<file path="config.mk">
export PLATFORM = sky130hd
export DESIGN_NAME = wbc_vec_fetch
export DESIGN_NICKNAME = d
export VERILOG_FILES = /design/src/rtl/wbc_vec_fetch.sv
export SDC_FILE = /design/constraint.sdc
export NUM_CORES = 1
export LEC_CHECK = 0
export BUFFER_PORTS_ARGS = -buffer_cell sky130_fd_sc_hd__buf_4
export CORE_AREA = 4 4 74 49
export CTS_BUF_LIST = sky130_fd_sc_hd__clkbuf_16
export DETAILED_ROUTE_END_ITERATION = 6
export DIE_AREA = 0 0 78 53
export PLACE_DENSITY_LB_ADDON = 0.3
export SETUP_SLACK_MARGIN = 0.05
export SYNTH_ARGS = -nofsm -noshare
export SYNTH_HDL_FRONTEND = slang
export SYNTH_SLANG_ARGS = --single-unit
</file>
<file path="constraint.sdc">
create_clock -name wb_clk_i -period 1.7 [get_ports wb_clk_i]
set_input_delay 0.17 -clock wb_clk_i [delete_from_list [all_inputs] [get_ports wb_clk_i]]
set_output_delay 0.17 -clock wb_clk_i [all_outputs]
set_load 0.02 [all_outputs]
</file>
<file path="src/rtl/wbc_vec_fetch.sv">
// wbc_vec_fetch: CPU-side interrupt vector fetch sequencer.
// Raises a vector strobe toward the interrupt controller when an interrupt
// is requested at an interruptible point, latches and alignment-checks the
// returned vector, holds it for the core until consumed, then enforces a
// guard interval so the controller can re-arbitrate. A missing acknowledge
// is bounded by a timeout that delivers a fallback vector flagged as error.
module wbc_vec_fetch #(
    parameter int          TIMEOUT = 16,
    parameter int          GUARD   = 2,
    parameter logic [15:0] ERR_VEC = 16'o000004
) (
    input  logic        wb_clk_i,
    input  logic        wb_rst_i,
    input  logic        vic_irq_i,
    output logic        vic_stb_o,
    input  logic        vic_ack_i,
    input  logic [15:0] vic_dat_i,
    input  logic        cpu_ien_i,
    output logic [15:0] vec_o,
    output logic        vec_valid_o,
    output logic        vec_err_o,
    input  logic        vec_taken_i,
    output logic        busy_o
);

    // Timeout counter holds 0..TIMEOUT-1, guard counter holds 0..GUARD.
    localparam int TW = (TIMEOUT > 1) ? $clog2(TIMEOUT) : 1;
    localparam int GW = (GUARD > 0) ? $clog2(GUARD + 1) : 1;

    localparam logic [TW-1:0] TO_LAST    = TW'(TIMEOUT - 1);
    localparam logic [GW-1:0] GUARD_LOAD = GW'(GUARD);
    localparam logic [GW-1:0] GUARD_LAST = GW'(1);

    typedef enum logic [1:0] {
        S_IDLE  = 2'd0,
        S_REQ   = 2'd1,
        S_HOLD  = 2'd2,
        S_GUARD = 2'd3
    } state_t;

    state_t          state_q, state_d;
    logic [TW-1:0]   tcnt_q, tcnt_d;
    logic [GW-1:0]   gcnt_q, gcnt_d;
    logic            stb_q, stb_d;
    logic [15:0]     vec_q, vec_d;
    logic            valid_q, valid_d;
    logic            err_q, err_d;
    logic            busy_q, busy_d;

    // Next-state and next-output computation for the fetch sequence.
    always_comb begin
        state_d = state_q;
        tcnt_d  = tcnt_q;
        gcnt_d  = gcnt_q;
        stb_d   = stb_q;
        vec_d   = vec_q;
        valid_d = valid_q;
        err_d   = err_q;
        busy_d  = busy_q;

        case (state_q)
            S_IDLE: begin
                if (vic_irq_i && cpu_ien_i) begin
                    state_d = S_REQ;
                    stb_d   = 1'b1;
                    busy_d  = 1'b1;
                    tcnt_d  = '0;
                end
            end

            S_REQ: begin
                // Ack takes priority over an expiring timeout on the same cycle.
                if (vic_ack_i) begin
                    state_d = S_HOLD;
                    vec_d   = {vic_dat_i[15:2], 2'b00};
                    err_d   = |vic_dat_i[1:0];
                    stb_d   = 1'b0;
                    valid_d = 1'b1;
                end else if (tcnt_q == TO_LAST) begin
                    state_d = S_HOLD;
                    vec_d   = ERR_VEC;
                    err_d   = 1'b1;
                    stb_d   = 1'b0;
                    valid_d = 1'b1;
                end else begin
                    tcnt_d = tcnt_q + TW'(1);
                end
            end

            S_HOLD: begin
                if (vec_taken_i) begin
                    state_d = S_GUARD;
                    valid_d = 1'b0;
                    gcnt_d  = GUARD_LOAD;
                end
            end

            S_GUARD: begin
                // Strobe stays low here so the controller can re-latch its winner.
                if (gcnt_q <= GUARD_LAST) begin
                    state_d = S_IDLE;
                    busy_d  = 1'b0;
                    gcnt_d  = '0;
                end else begin
                    gcnt_d = gcnt_q - GW'(1);
                end
            end

            default: begin
                state_d = S_IDLE;
                stb_d   = 1'b0;
                valid_d = 1'b0;
                busy_d  = 1'b0;
            end
        endcase
    end

    // State and registered outputs; reset discards any pending vector.
    always_ff @(posedge wb_clk_i) begin
        if (wb_rst_i) begin
            state_q <= S_IDLE;
            tcnt_q  <= '0;
            gcnt_q  <= '0;
            stb_q   <= 1'b0;
            vec_q   <= '0;
            valid_q <= 1'b0;
            err_q   <= 1'b0;
            busy_q  <= 1'b0;
        end else begin
            state_q <= state_d;
            tcnt_q  <= tcnt_d;
            gcnt_q  <= gcnt_d;
            stb_q   <= stb_d;
            vec_q   <= vec_d;
            valid_q <= valid_d;
            err_q   <= err_d;
            busy_q  <= busy_d;
        end
    end

    assign vic_stb_o   = stb_q;
    assign vec_o       = vec_q;
    assign vec_valid_o = valid_q;
    assign vec_err_o   = err_q;
    assign busy_o      = busy_q;

endmodule

</file>
# Yosys cells after proc, flatten, opt, wreduce, memory -nomap -nowiden
# Cells that the tools add are included.
# op_classes
add_sub_neg	2
magnitude_cmp	1
eq_ne	10
muxes	26
reduce_logical	15
# ops
operator	n
16-bit 2-to-1 mux	2
2-bit 2-to-1 mux	7
4-bit 2-to-1 mux	3
2-bit inequality test (second input constant)	5
2-bit nonzero test	5
3-bit AND reduction	3
1-bit 2-to-1 mux	8
2-bit one-hot mux with 4 select lines	1
4-bit one-hot mux with 2 select lines	1
4-bit AND reduction	2
1-bit one-hot mux with 2 select lines	3
4-bit by 1-bit adder with 4-bit output (second input constant)	1
2-bit equality test (second input constant)	2
4-bit equality test (second input constant)	1
2-bit one-hot mux with 2 select lines	1
2-bit AND reduction	2
3-bit inequality test (second input constant)	1
2-bit by 1-bit equality test with 1-bit output (second input constant)	1
2-bit by 1-bit less-or-equal comparator with 1-bit output (second input constant)	1
2-bit zero test	1
2-bit OR reduction	1
2-bit by 1-bit subtractor with 2-bit output (second input constant)	1
1-bit logical AND	1
# totals
ff_bits	28
in_bits	22
wordCells	62

# Longest topological paths before layout
# Gate-level depths: netlist (run 1).
# logic_depth
depth_word	4
depth_mapped	7
mapped_depth_nobuf	6

# Worst setup path after synthesis (run 1)
# No wires, ideal clock.
# synth_path
kind	register -> register
from	reg state_q[0]
to	reg tcnt_q[2]
t_arrival_ns	1.411
t_required_ns	1.629
setup_slack_ns	0.219
path_stages_with_launch	7
n_path_buf	0
period_less_slack_ns	1.481
path_cell_list	dfxtp_1 > inv_1 > ha_1 > and2b_1 > o22ai_2 > or3_1 > a21oi_1
# synth_via
elab_chain_cells	3
# synth_rtl
item	line_no	text
start: declaration	41	state_t state_q, state_d;
start signal: assignment	130	state_q <= state_d;
2-bit by 1-bit equality test with 1-bit output or 2-bit zero test (tied branches)	61	case (state_q)
2-bit inequality test (no source line) or 2-bit nonzero test (tied branches)	-	
4-bit AND reduction (no source line)	-	
end signal: assignment	131	tcnt_q <= tcnt_d;
end: declaration	42	logic [TW-1:0] tcnt_q, tcnt_d;
# Several ways; a longest one is shown, not always the timed one.
# A chain may end at the register's enable or synchronous reset.

# Worst setup path after layout (run 1)
# layout_path
from	reg tcnt_q[0]
to	reg tcnt_q[2]
# layout_via
elab_chain_cells	4
# layout_rtl
item	line_no	text
4-bit by 1-bit adder with 4-bit output	86	tcnt_d = tcnt_q + TW'(1);
4-bit 2-to-1 mux	79	end else if (tcnt_q == TO_LAST) begin
4-bit 2-to-1 mux	73	if (vic_ack_i) begin
4-bit one-hot mux with 2 select lines	61	
# Several ways; a longest one is shown, not always the timed one. The select of a mux whose other input is x is not followed.

==> results of run 1 <==
-- per-layer routing --
layer  vias to the layer above  wire length [microns]
li1                        517                      -
met1                       474                   1300
met2                        21                   1250
met3                         2                     99
met4                         0                     19
met5                         -                      0
-- power by group --
group / internal, mW / total [mW] / switching, mW
Sequential: 0.727 / 0.803 / 0.0763
Combinational: 0.385 / 0.895 / 0.510
Clock: 0.311 / 0.514 / 0.202
Total: 1.42 / 2.21 / 0.789
-- how the worst max path moves through the flow --
stage | from | endpoint | slack [ps]
after floorplan | state_q[0] | tcnt_q[2] | 220
after global placement | state_q[0] | tcnt_q[0] | 100
after detailed placement | state_q[0] | tcnt_q[0] | 60
after CTS | state_q[0] | tcnt_q[2] | 50
after global routing | state_q[0] | tcnt_q[2] | 50
final | tcnt_q[0] | tcnt_q[2] | 100
-- timing repair --
item,4_1_cts,5_1_grt
endpoints found under the setup margin,1,21
buffers inserted,0,1
resized for setup,1,8
hold endpoints to repair,0,0
-- flip-flops by register name, summed over array words and instances (netlist names) --
name,cells
state_q,2
vic_stb_o,1
busy_o,1
vec_err_o,1
vec_valid_o,1
tcnt_q,4
gcnt_q,2
vec_o,14
-- synthesized netlist by cell type --
cell type	count	area, sq um
a21oi_1	8	40.0
inv_1	4	15.0
nor2_1	24	90.1
and3_2	1	7.51
nor2b_1	1	6.26
dfxtp_1	26	521
mux2i_1	2	20.0
nand3_1	1	5.00
a22oi_1	13	97.6
o21ai_0	4	20.0
ha_1	5	62.6
clkbuf_1	4	15.0
and3_1	1	6.26
and2b_1	1	7.51
o22ai_2	1	12.5
conb_1	1	3.75
buf_4	3	22.5
and2_1	2	12.5
a32oi_1	1	8.76
nand2b_1	5	31.3
a311oi_1	1	8.76
o32ai_1	1	8.76
a21boi_0	1	7.51
or2_2	1	6.26
a31oi_4	1	21.3
a211oi_1	4	30.0
nand2_1	6	22.5
or3_1	3	18.8
a31oi_1	1	6.26
buf_2	1	5.00
-- logic make-up after synthesis --
group                    Yosys count  share of synthesized area [%]
adder cells (fa/ha/maj)            5                           5.49
buffers and inverters             12                           5.05
other                              1                          0.329
AO/OA/AOI/OAI                     36                           22.9
AND/OR/NAND/NOR                   46                           18.8
multiplexers                       2                           1.76
flip-flops                        26                           45.7
-- stage by stage --
stage	total power [mW]	cells	instance area, sq um	utilization (%)	setup slack, ps
floorplan	1.41	129	1140	-	219
global placement	1.65	205	1450	48.0	97.0
detailed placement	1.67	205	1450	48.0	59.0
CTS	2.19	208	1530	50.5	52.2
global route	2.36	209	1550	51.2	52.8
finish	2.21	209	1550	51.2	98.6
-- layout make-up --
cell class	instances	area (sq um)
fillers	285	1480
multi-input cells	91	577
flip-flops and latches	26	523
repair buffers	40	300
clock buffers	3	75.1
well taps	45	56.3
inverters	4	15.0
-- worst max-delay path, cell delays in order, from the launching register on --
cell and delay, ps:
dfxtp_1 330, ha_1 270, a31oi_4 270, o22ai_2 180, or3_1 340, a21oi_1 140
==> reports/qor.yml, run 1 <==
worst_setup_path:
  reg2reg_from: "tcnt_q[0]"
  crit_required_ps: 1890
  start_kind: "flip-flop"
  r2r_slack_ps: 100
  crit_arrival_ps: 1790
  worstRegToRegCells: 5
  crit_path_end_kind: "flip-flop"
  r2r_end: "tcnt_q[2]"
  crit_path_max_fanout: 6
  critPathKind: "reg2reg"
cells_and_area:
  num_antenna_cells: 0
  area_growth_pct: 35.7
  layout-drive-gt1-share_pct: 33.5
  final_common_cell: "buf_4"
  nets: 193
  final_cell_mix: "buf_4, dfxtp_1, nor2_1"
logic_synthesis:
  ys_types: 30
  ys_seq_area_share_pct: 45.7
  syn_avg_cell_area_sq_um: 8.91
  yosysWarnings: 0
  postSynthCellCount: 128
  synth_area_sq_um: 1140
  synth-seq-cells: 26
timing:
  rsz0062_at_grt: "false"
  achievable-frequency_ghz: 0.624
  min_period_over_period_pct: 94.2
  period_needed_ps: 1600
  hold_viol: 0
  finalSetupTns_ps: 0
  final_max_slew_viol_count: 0
  clock_skew_ps: 2.06
  timing.hold.ws_ps: 141
  setup_violations: 0
hold_path:
  whs_path_depth: 2
  hold_path.class: "in2reg"
  holdPathEnd: "vec_valid_o"
  min_from: "vec_taken_i"
routing:
  drt_wl_total_mm: 2.67
  post_drt_wl_per_cell_microns: 12.8
  routed_via_density: 4.85
  drc: 0
  ant_nets: 0
  dr.pass1.iters: 4
  drt_iter0_drc: 48
  vias: 1014
global_routing:
  gr-usage-met1_pct: 16.5
  antenna_found_initial: 0
  grt_pass1_vias: 960
  busiest_layer: "met2"
  grt_max_degree: 29
  grt-ovfl-total: 0
  track_usage_pct: 13.0
  grt_pass1_wl_mm: 4.20
  gr-usage-met2_pct: 21.2
  globalRouteMet3Util_pct: 4.42
floorplan:
  pin_count: 42
  dieHeight_microns: 53
  initial_core_util_pct: 37.7
  die_x_microns: 78
  rows: 16
  core_area_sq_um: 3020
  die-area_sq_um: 4130
cts:
  root_buffer: "clkbuf_16"
  cts_hold_buf: 0
  cts_tree: "built"
  clk_latency_ps: 260
  htree_levels: 1
  cts_made_buffers: 3
  clockBufferDepth: 2
  cts_sinks: 26
  path_clk_slew_ps: 60
placed_design:
  io_buffers: 39
  place_congestion: 0.731
  dp_hpwl_mm: 1.92
status:
  status: "finished clean"
pwr:
  power_density_nw_per_um2: 1430
  power.leakage_nw: 0.657
  ir_drop_mv: 0.634
flow_run:
  maxCapViolCount: 0
No activity file was read; power rests on OpenSTA's default activity.
==> run 2, diff against run 1 <==
Settings changed: ABC_AREA set to 1, CORE_AREA 4 4 74 49 to 4 4 76 50, DIE_AREA 0 0 78 53 to 0 0 80 54.
==> run 2 against run 1 <==
Net effect: wire length up 4.5%; core utilization up 0.44 points; cell count up 19%; critical path type unchanged; sequential share of layout area is 1.5 points lower; combinational power increased by 13%; maximum frequency is 6.5% higher; die area increased by 4.5%; synthesized cell count increased by 29%; sequential cell count stayed put; critical path depth grew 1.
==> reports/qor.yml, run 2 <==
status:
  status: "finished clean"
routing:
  drt_wl_total_mm: 2.79
  drc: 0
  ant_nets: 0
  vias: 1111
  drt_iter0_drc: 35
  post_drt_wl_per_cell_microns: 11.2
  dr.pass1.iters: 4
  routed_via_density: 4.48
cts:
  path_clk_slew_ps: 60
  post_cts_buffers: 0
  cts_made_buffers: 3
  cts_hold_buf: 0
  ctsResizeCount: 0
  cts_sinks: 26
  cts_tree: "built"
  clk_latency_ps: 260
  clockBufferDepth: 2
  htree_levels: 1
  root_buffer: "clkbuf_16"
hold_path:
  hold_path.class: "in2reg"
floorplan:
  die-area_sq_um: 4320
  rows: 16
  initial_core_util_pct: 37.9
  pin_count: 42
  dieHeight_microns: 54
  die_x_microns: 80
  core_area_sq_um: 3120
placed_design:
  io_buffers: 39
  placed_area_sq_um: 1500
  place_congestion: 0.917
  dp_hpwl_mm: 2.06
pwr:
  p_switching_mw: 0.915
  switching_share_pct: 36.5
  power_frac_comb_pct: 40.2
  power_density_nw_per_um2: 1550
  power.leakage_nw: 0.748
  p_int_mw: 1.59
  ir_drop_mv: 0.682
  p_total_mw: 2.50
  power.share.sequential_pct: 33.1
  clkPwrFrac_pct: 26.7
timing:
  finalSetupTns_ps: 0
  timing.hold.ws_ps: 169
  clock_skew_ps: 3.99
  period_needed_ps: 1500
  min_period_over_period_pct: 88.4
  setup_violations: 0
  rsz0062_at_grt: "true"
  achievable-frequency_ghz: 0.665
  final_max_slew_viol_count: 0
  hold_viol: 0
cells_and_area:
  largest_reg_flops: 14
  num_antenna_cells: 0
  area_growth_pct: 36.2
  final_common_cell: "nand2_1"
  fin_area_sq_um: 1610
  final_cell_mix: "nand2_1, buf_4, dfxtp_1"
  nets: 231
  layout-drive-gt1-share_pct: 23.6
logic_synthesis:
  yosys-top-cells-area: "dfxtp_1, nand2_1, a21oi_1"
  synth_ff_type: "dfxtp_1"
  synth-edff-count: 0
  synth_top_family_by_area: "simple AND/OR/NAND/NOR gates"
  yosysWarnings: 0
  ys_types: 18
  yosys.area.top_type: "dfxtp_1"
  synth-async-reset-ratio_pct: 0
  synthXorXnorAreaFrac_pct: 0
  synthSimpleGateAreaFrac_pct: 27.9
  syn_avg_cell_area_sq_um: 7.17
  muxShareOfSynthArea_pct: 0
  postSynthCellCount: 165
  synth.most_common_cell: "nand2_1"
  synthAdderAreaFrac_pct: 5.29
  synth_area_sq_um: 1180
  synth-seq-cells: 26
  ys_seq_area_share_pct: 44.0
  synth-compound-area-share_pct: 13.2
  synth_commonest_cells: "nand2_1, dfxtp_1, a21oi_1"
  synth.top_cell.area_share_pct: 44.0
global_routing:
  antenna_found_initial: 0
  grt-ovfl-total: 0
  grt_pass1_wl_mm: 4.40
  track_usage_pct: 13.1
  grt_max_degree: 20
  grt_pass1_vias: 991
worst_setup_path:
  cpMostUsedCell: "nand2_1"
  crit_path_end_kind: "flip-flop"
  critPathKind: "reg2reg"
  crit_arrival_ps: 1640
  crit_family: "flip-flops"
  crit_path_max_fanout: 13
  critPathBufInv: 2
  critPathSlowestCell: "dfxtp_1"
  crit_path_max_incr_delay_ps: 370
  crit_required_ps: 1840
  start_kind: "flip-flop"
  cp_cell_sequence: "inv_1 > ha_1 > nand2_1 > clkinvlp_4 > nand2_1 > a21oi_1"
flow_run:
  maxCapViolCount: 0
-- run 2: cell count changes after synthesis, sizes merged, moves of 3 or more --
cell    change
inv        +15
nand3       +9
nand4       +3
a21oi      +15
a22oi      -13
clkbuf      -3
nand2b      -5
or3         -3
nand2      +47
a211oi      -4
nor2       -12
-- run 2: cell families after synthesis --
group                      count (synthesis)
buffers and inverters                     25
AOI/OAI and AO/OA                         29
DFF                                       26
adders and majority gates                  5
and+or+nand+nor                           79
other                                      1
-- run 2: power by group through the flow --
| stage | sequential [mW] | clock (mW) | combinational [mW] |
|---|---|---|---|
| after floorplan | 0.914 | 0 | 0.642 |
| after global placement | 0.834 | 0 | 0.997 |
| after detailed placement | 0.837 | 0 | 0.986 |
| after CTS | 0.826 | 0.689 | 1.00 |
| after global routing | 0.846 | 0.708 | 1.14 |
| final | 0.828 | 0.669 | 1.01 |
-- run 2: final cells by class --
cell class                 count  area (sq um)
timing repair buffer          39           293
clock inverter                 1          30.0
clock buffer                   3          75.1
multi-input combinational    115           562
inverter                      19          75.1
tap                           45          56.3
fill                         314          1510
sequential                    26           520
-- run 2: through the flow --
step / util [%] / std cells / setup WS (ps)
2_1_floorplan: - / 166 / 411
3_3_place_gp: 48.0 / 244 / 169
3_5_place_dp: 48.0 / 244 / 174
4_1_cts: 51.3 / 248 / 159
5_1_grt: 51.6 / 248 / 49.2
6_report: 51.6 / 248 / 197
-- run 2: path summary, 6_finish.rpt --
path / start / to / slack, ps / depth (start not counted)
worst min-delay path: vic_dat_i[0] / vec_err_o / 170 / 3
worst max register to register: state_q[1] / vec_o[5] / 200 / 6
worst max-delay path: state_q[1] / vec_o[5] / 200 / 6
worst min register to register: vec_valid_o / vec_valid_o / 440 / 2
-- run 2: worst reg2reg max path: stages, from the launching register on --
cell and delay [ps]:
dfxtp_1 370, inv_1 90, ha_1 280, nand2_1 200
clkinvlp_4 240, nand2_1 130, a21oi_1 70
-- run 2: routing by layer --
layer,global-route usage [%],up-vias,routed length [microns]
met5,0,-,0
met4,2.53,0,23
met3,3.34,2,106
met2,21.3,20,1230
met1,17.9,496,1430
li1,-,593,-
